[config.mk]
export PLATFORM = sky130hd
export DESIGN_NAME = cass_decoder
export DESIGN_NICKNAME = d
export VERILOG_FILES = /design/src/rtl/cass_dec_pkg.sv /design/src/rtl/cass_fifo.sv /design/src/rtl/cass_decoder.sv
export SDC_FILE = /design/constraint.sdc
export NUM_CORES = 1
export LEC_CHECK = 0
export BUFFER_PORTS_ARGS = -buffer_cell sky130_fd_sc_hd__buf_4
export CORE_UTILIZATION = 60
export CTS_CLUSTER_DIAMETER = 80
export DETAILED_ROUTE_END_ITERATION = 7
export MAX_ROUTING_LAYER = met4
export PLACE_DENSITY_LB_ADDON = 0.12
export SYNTH_ARGS = -nofsm -noshare
export SYNTH_HDL_FRONTEND = slang
export SYNTH_SLANG_ARGS = --single-unit
[constraint.sdc]
create_clock -name clk -period 3.2 [get_ports clk]
set_input_delay 0.16 -clock clk [delete_from_list [all_inputs] [get_ports clk]]
set_output_delay 0.16 -clock clk [all_outputs]
set_load 0.01 [all_outputs]
[src/rtl/cass_dec_pkg.sv]
// Shared types and constants for the cassette pulse decoder.
// Latency: n/a (declarations only).
// Backpressure: n/a.
package cass_dec_pkg;

    typedef enum logic [1:0] {
        IDLE = 2'd0,
        HUNT = 2'd1,
        DATA = 2'd2
    } cass_state_e;

    localparam logic [7:0] SYNC_BYTE   = 8'hA5;
    localparam logic [1:0] PULSE_LEVEL = 2'b01;

    localparam int HALF_TICKS_DEF    = 1750;
    localparam int TIMEOUT_TICKS_DEF = 8000;
    localparam int FIFO_DEPTH_DEF    = 4;

endpackage

[src/rtl/cass_fifo.sv]
// Show-ahead synchronous FIFO holding decoded bytes.
// Latency: a push is visible on pop_dat_o / !empty_o right after the push edge.
// Backpressure: push while full is refused unless a pop happens on the same edge.
// Ports: clk, reset_n | push_i, push_dat_i | pop_i, pop_dat_o | full_o, empty_o
module cass_fifo #(
    parameter int DEPTH = 4,
    parameter int W     = 8
) (
    input  logic         clk,
    input  logic         reset_n,
    input  logic         push_i,
    input  logic [W-1:0] push_dat_i,
    input  logic         pop_i,
    output logic [W-1:0] pop_dat_o,
    output logic         full_o,
    output logic         empty_o
);
    localparam int AW = $clog2(DEPTH);

    logic [W-1:0] mem_q [DEPTH];
    logic [AW:0]  wr_ptr_q, rd_ptr_q;
    logic         do_pop, do_push;

    // Extra pointer bit distinguishes full from empty when the indices match.
    assign empty_o = (wr_ptr_q == rd_ptr_q);
    assign full_o  = (wr_ptr_q[AW] != rd_ptr_q[AW]) &&
                     (wr_ptr_q[AW-1:0] == rd_ptr_q[AW-1:0]);
    assign do_pop  = pop_i && !empty_o;
    // A simultaneous pop frees the slot being written, so a full FIFO still accepts.
    assign do_push = push_i && (!full_o || do_pop);

    // Hold the output at zero while empty so nothing stale shows through.
    assign pop_dat_o = empty_o ? '0 : mem_q[rd_ptr_q[AW-1:0]];

    always_ff @(posedge clk or negedge reset_n) begin
        if (!reset_n) begin
            wr_ptr_q <= '0;
            rd_ptr_q <= '0;
        end else begin
            if (do_push) wr_ptr_q <= wr_ptr_q + 1'b1;
            if (do_pop)  rd_ptr_q <= rd_ptr_q + 1'b1;
        end
    end

    always_ff @(posedge clk) begin
        if (do_push) mem_q[wr_ptr_q[AW-1:0]] <= push_dat_i;
    end

endmodule

[src/rtl/cass_decoder.sv]
// Cassette port decoder: turns clock/data pulses written to port FF into bytes.
// Latency: a completed byte is pushed on the resolving edge; byte_valid follows that edge.
// Backpressure: byte_valid/byte_ready; bytes completing into a full FIFO are dropped (sticky overflow).
// Ports: clk, reset_n, ce | io_wr, io_data | byte_data, byte_valid, byte_ready | motor, sync_seen, overflow
// Build option: CASS_DEC_SYNC_EN enables HUNT/0xA5 sync framing; otherwise framing starts at motor on.
module cass_decoder
    import cass_dec_pkg::*;
#(
    parameter int HALF_TICKS    = HALF_TICKS_DEF,
    parameter int TIMEOUT_TICKS = TIMEOUT_TICKS_DEF,
    parameter int FIFO_DEPTH    = FIFO_DEPTH_DEF
) (
    input  logic       clk,
    input  logic       reset_n,
    input  logic       ce,
    input  logic       io_wr,
    input  logic [7:0] io_data,
    output logic [7:0] byte_data,
    output logic       byte_valid,
    input  logic       byte_ready,
    output logic       motor,
    output logic       sync_seen,
    output logic       overflow
);
    localparam logic [15:0] HALF_L = 16'(HALF_TICKS);
    localparam logic [15:0] TMO_L  = 16'(TIMEOUT_TICKS);
`ifdef CASS_DEC_SYNC_EN
    localparam cass_state_e START_ST = HUNT;
`else
    localparam cass_state_e START_ST = DATA;
`endif

    cass_state_e state_q, state_d;
    logic        motor_q, motor_d;
    logic [1:0]  lvl_q, lvl_d;
    logic [15:0] cnt_q, cnt_d;
    logic        cell_open_q, cell_open_d;
    logic        data_seen_q, data_seen_d;
    logic [7:0]  sr_q, sr_d;
    logic [2:0]  bcnt_q, bcnt_d;
    logic        sync_seen_q, sync_seen_d;
    logic        overflow_q, overflow_d;

    logic        wr, pulse, resolve, tmo, push, pop, fifo_full, fifo_empty;
    logic [7:0]  sr_nxt;

    assign wr     = io_wr && ce;
    assign pulse  = wr && (io_data[1:0] == PULSE_LEVEL) && (lvl_q != PULSE_LEVEL);
    assign sr_nxt = {sr_q[6:0], data_seen_q};
    assign pop    = byte_ready && byte_valid;

    always_comb begin
        state_d     = state_q;
        motor_d     = motor_q;
        lvl_d       = lvl_q;
        cnt_d       = cnt_q;
        cell_open_d = cell_open_q;
        data_seen_d = data_seen_q;
        sr_d        = sr_q;
        bcnt_d      = bcnt_q;
        sync_seen_d = sync_seen_q;
        overflow_d  = overflow_q;
        resolve     = 1'b0;
        tmo         = 1'b0;
        push        = 1'b0;

        if (wr) begin
            motor_d = io_data[2];
            lvl_d   = io_data[1:0];
        end
        if (ce && cnt_q != 16'hFFFF) cnt_d = cnt_q + 16'd1;

        if (wr && !io_data[2]) begin
            // Motor off: drop the partial byte; queued bytes stay for the consumer.
            state_d     = IDLE;
            cell_open_d = 1'b0;
            sr_d        = '0;
            bcnt_d      = '0;
        end else if (wr && !motor_q) begin
            state_d     = START_ST;
            sync_seen_d = 1'b0;
            overflow_d  = 1'b0;
            cell_open_d = 1'b0;
            sr_d        = '0;
            bcnt_d      = '0;
        end else if (state_q != IDLE) begin
            if (pulse) begin
                if (!cell_open_q) begin
                    cell_open_d = 1'b1;
                    data_seen_d = 1'b0;
                    cnt_d       = '0;
                end else if (cnt_q < HALF_L) begin
                    data_seen_d = 1'b1;
                end else begin
                    // Late pulse closes the cell and opens the next one.
                    resolve     = 1'b1;
                    data_seen_d = 1'b0;
                    cnt_d       = '0;
                end
            end else if (cell_open_q && cnt_q >= TMO_L) begin
                resolve     = 1'b1;
                tmo         = 1'b1;
                cell_open_d = 1'b0;
                data_seen_d = 1'b0;
            end

            if (resolve) begin
                sr_d = sr_nxt;
                if (state_q == DATA) begin
                    bcnt_d = bcnt_q + 3'd1;
                    push   = (bcnt_q == 3'd7);
                end
`ifdef CASS_DEC_SYNC_EN
                else if (!tmo && sr_nxt == SYNC_BYTE) begin
                    sync_seen_d = 1'b1;
                    state_d     = DATA;
                    bcnt_d      = '0;
                end
`endif
                if (tmo) begin
                    state_d = START_ST;
                    sr_d    = '0;
                    bcnt_d  = '0;
                end
            end
        end

        if (push && fifo_full && !pop) overflow_d = 1'b1;
    end

    always_ff @(posedge clk or negedge reset_n) begin
        if (!reset_n) begin
            state_q     <= IDLE;
            motor_q     <= 1'b0;
            lvl_q       <= '0;
            cnt_q       <= '0;
            cell_open_q <= 1'b0;
            data_seen_q <= 1'b0;
            sr_q        <= '0;
            bcnt_q      <= '0;
            sync_seen_q <= 1'b0;
            overflow_q  <= 1'b0;
        end else begin
            state_q     <= state_d;
            motor_q     <= motor_d;
            lvl_q       <= lvl_d;
            cnt_q       <= cnt_d;
            cell_open_q <= cell_open_d;
            data_seen_q <= data_seen_d;
            sr_q        <= sr_d;
            bcnt_q      <= bcnt_d;
            sync_seen_q <= sync_seen_d;
            overflow_q  <= overflow_d;
        end
    end

    cass_fifo #(
        .DEPTH (FIFO_DEPTH),
        .W     (8)
    ) u_fifo (
        .clk        (clk),
        .reset_n    (reset_n),
        .push_i     (push),
        .push_dat_i (sr_nxt),
        .pop_i      (byte_ready),
        .pop_dat_o  (byte_data),
        .full_o     (fifo_full),
        .empty_o    (fifo_empty)
    );

    assign byte_valid = !fifo_empty;
    assign motor      = motor_q;
    assign overflow   = overflow_q;
`ifdef CASS_DEC_SYNC_EN
    assign sync_seen  = sync_seen_q;
`else
    assign sync_seen  = 1'b0;
`endif

endmodule

==> impl_metrics.ini <==
[run_status]
outcome = finished clean

[clock_tree]
cts_root_buf = clkbuf_8
cts.clk_slew.worst_paths_ns = 0.07
post-cts-setup-buffer-count = 0
cts_resized = 0
h-tree-depth = 3
clkSinkCount = 71
cts_buffer_depth = 2
cts_buffers = 9
clk-insertion-delay-late_ns = 0.35
cts_tree = yes

[grt]
grt_pass1_vias = 2042
antenna_found_initial = 0
grt_use_total_pct = 23.3
grt_max_degree = 40
overflow = 0
grt_pass1_wl_mm = 10.0

[cells_and_area]
layout-drive-gt1-share_pct = 22.1
instances_no_fill = 357
final_common_cell = dfrtp_1
final_cell_mix = dfrtp_1 (39), edfxtp_1 (32), nor2_1 (24)
final_core_util_pct = 69.5
num-fill-cells = 408
postLayoutCellArea_um2 = 3800
fin_nets = 301
diodes = 0
area_growth_pct = 11.8

[yosys]
synth_area_per_cell_um2 = 13.1
synth_edf_count = 32
synth.cell_area_um2 = 3400
synth_flop_cell = dfrtp_1
synthCells = 259
synth-seq-cells = 71
yosysSeqAreaShare_pct = 56.9
synth_area_leaders = dfrtp_1 (29%), edfxtp_1 (28%), mux4_2 (5.3%), ha_1 (2.9%), nor2_1 (2.6%)
async_reset_ff_share_pct = 54.9
synth.top_cell.area_share_pct = 28.7
synthDistinctLibCells = 62
yosysWarnings = 0
yosysTopAreaCell = dfrtp_1
synthesis.nets = 280

[sta]
rsz0062_at_grt = false
setup_violations = 0
fin_skew_ns = 0.00979
finalWorstPathRequiredPeriod_ns = 2.41
tightest_slew_ns = 0.757
timing.final.ws_setup_ns = 0.794
min_period_over_period_pct = 75.2
hold_violations = 0
fmax_ghz = 0.416
whs_ns = 0.0576
setup-tns-final_ns = 0
final_max_slew_viol_count = 0
relSlewSlack_pct = 49.5

[routing]
antenna_left = 0
top_layer = met4
num_vias = 2135
drt_iter0_markers = 118
post_drt_via_cell_ratio = 5.98
wl_per_cell_um = 16.8
wl_met1_mm = 2.95
wl_met3_um = 216
wirelength_mm = 5.99
drc = 0
wl_met2_mm = 2.75
drtPass1Iterations = 4

[floorplanning]
die_area_um2 = 5980
coreArea_um2 = 5470
die_h_um = 77.3
ios = 25
rows = 27
start_util_pct = 62.2
die_w_um = 77.3

[min_path]
worstHoldEndpoint = lvl_q[0]
hold_class = input pin to flop
min_path_cells = 2
holdCritStartpoint = io_data[0]

[setup_path]
cp-start-kind = flop
timing.rr.start = cnt_q[9]
cp.arrival_ns = 2.40
end_kind = flop
path_max_fanout = 8
reg2reg_slack_ns = 0.79
crit_type = flop to flop
crit_required_ns = 3.19
worstRegToRegCells = 5
r2r_end = u_fifo.mem_q[2][6]

[power]
ir_drop_mv = 0.386
p_leak_nw = 1.50
p_total_mw = 2.40
powerDensity_nw_per_um2 = 632

[placement]
placedCellCount = 340
portBuffers = 18
placed_cell_area_um2 = 3570
gp_congestion = 0.824
dp_slack_ns = 0.801
place_hpwl_mm = 3.89

[flow_run]
max-cap-violations = 0
[cells in the mapped netlist, types with 2 or more instances]
cell	number
and2_1	3
xor2_1	8
buf_4	4
nand3_1	5
o211ai_1	4
a22o_1	9
o31ai_1	3
xnor2_1	10
a21o_1	2
or4_1	2
nor2b_1	9
a31oi_1	2
ha_1	8
and4_1	2
mux2_2	4
edfxtp_1	32
nand2_1	15
nor2_1	24
mux4_2	8
nor3_1	4
nand3_2	2
a211oi_1	2
nand4_1	3
inv_1	6
o2111ai_1	2
o21ai_0	5
dfrtp_1	39
a21oi_1	3
a21oi_2	2
buf_2	5
[report_power, final]
part | internal [mW] | total, mW | switching [mW] | leakage [nW]
registers | 1.03 | 1.15 | 0.124 | 0.811
clock network | 0.440 | 0.790 | 0.350 | 0.103
logic | 0.223 | 0.460 | 0.236 | 0.588
[critical path: stages (launching register included)]
cell	delay, ns
dfrtp_1	0.47
and4_1	0.39
o2bb2ai_1	0.24
nand2b_1	0.20
a21oi_2	0.28
and2_1	0.47
[state kept, by name, summed over array words and instances (netlist names)]
signal / flops
bcnt_q: 3
cell_open_q: 1
cnt_q: 16
data_seen_q: 1
lvl_q: 2
motor: 1
overflow: 1
sr_q: 7
state_q: 1
u_fifo.mem_q: 32
u_fifo.rd_ptr_q: 3
u_fifo.wr_ptr_q: 3
[what timing repair did]
item                       CTS  global route
hold buffers                 1             0
hold endpoints to repair    39             0
setup endpoints to repair    0             0
[cell type report]
class | count | area [um^2] | share of cell area, %
timing repair buffer | 21 | 160 | 4.21
clock inverter | 7 | 96.3 | 2.53
clock buffer | 9 | 124 | 3.26
multi-input combinational | 171 | 1370 | 36.1
tap | 72 | 90.1 | 2.37
inverter | 6 | 22.5 | 0.592
sequential | 71 | 1940 | 50.9
[routing by layer]
metal  global-route usage [%]  up-vias
met5                        -        -
met4                     9.06        0
met3                     5.36        9
met2                     32.9       39
met1                     32.8     1076
li1                         -     1011
[cell families (layout without fill, tap and decap cells)]
family                   Yosys count  after routing  synth area share [%]
other                              1              1                 0.110
adder cells (fa/ha/maj)            8              8                  2.94
AND/OR/NAND/NOR                   84             84                  14.5
AO/OA/AOI/OAI                     46             46                  10.9
buffers and inverters             17             43                  2.72
multiplexers                      14             14                  7.24
flip-flops                        71             71                  56.9
XOR/XNOR                          18             18                  4.63
[how the worst max path moves through the flow]
stage                  startpoint                 end  slack (ns)  cells after the start
2_1_floorplan            lvl_q[0]  u_fifo.mem_q[3][0]        1.20                      4
3_3_place_gp             cnt_q[9]  u_fifo.mem_q[2][7]        0.87                      5
3_5_place_dp             cnt_q[9]  u_fifo.mem_q[1][7]        0.80                      5
4_1_cts        u_fifo.rd_ptr_q[1]        byte_data[6]        0.73                      5
5_1_grt        u_fifo.rd_ptr_q[1]        byte_data[6]        0.58                      5
6_report                 cnt_q[9]  u_fifo.mem_q[2][6]        0.79                      5
Power figures use the tool's default switching activity.
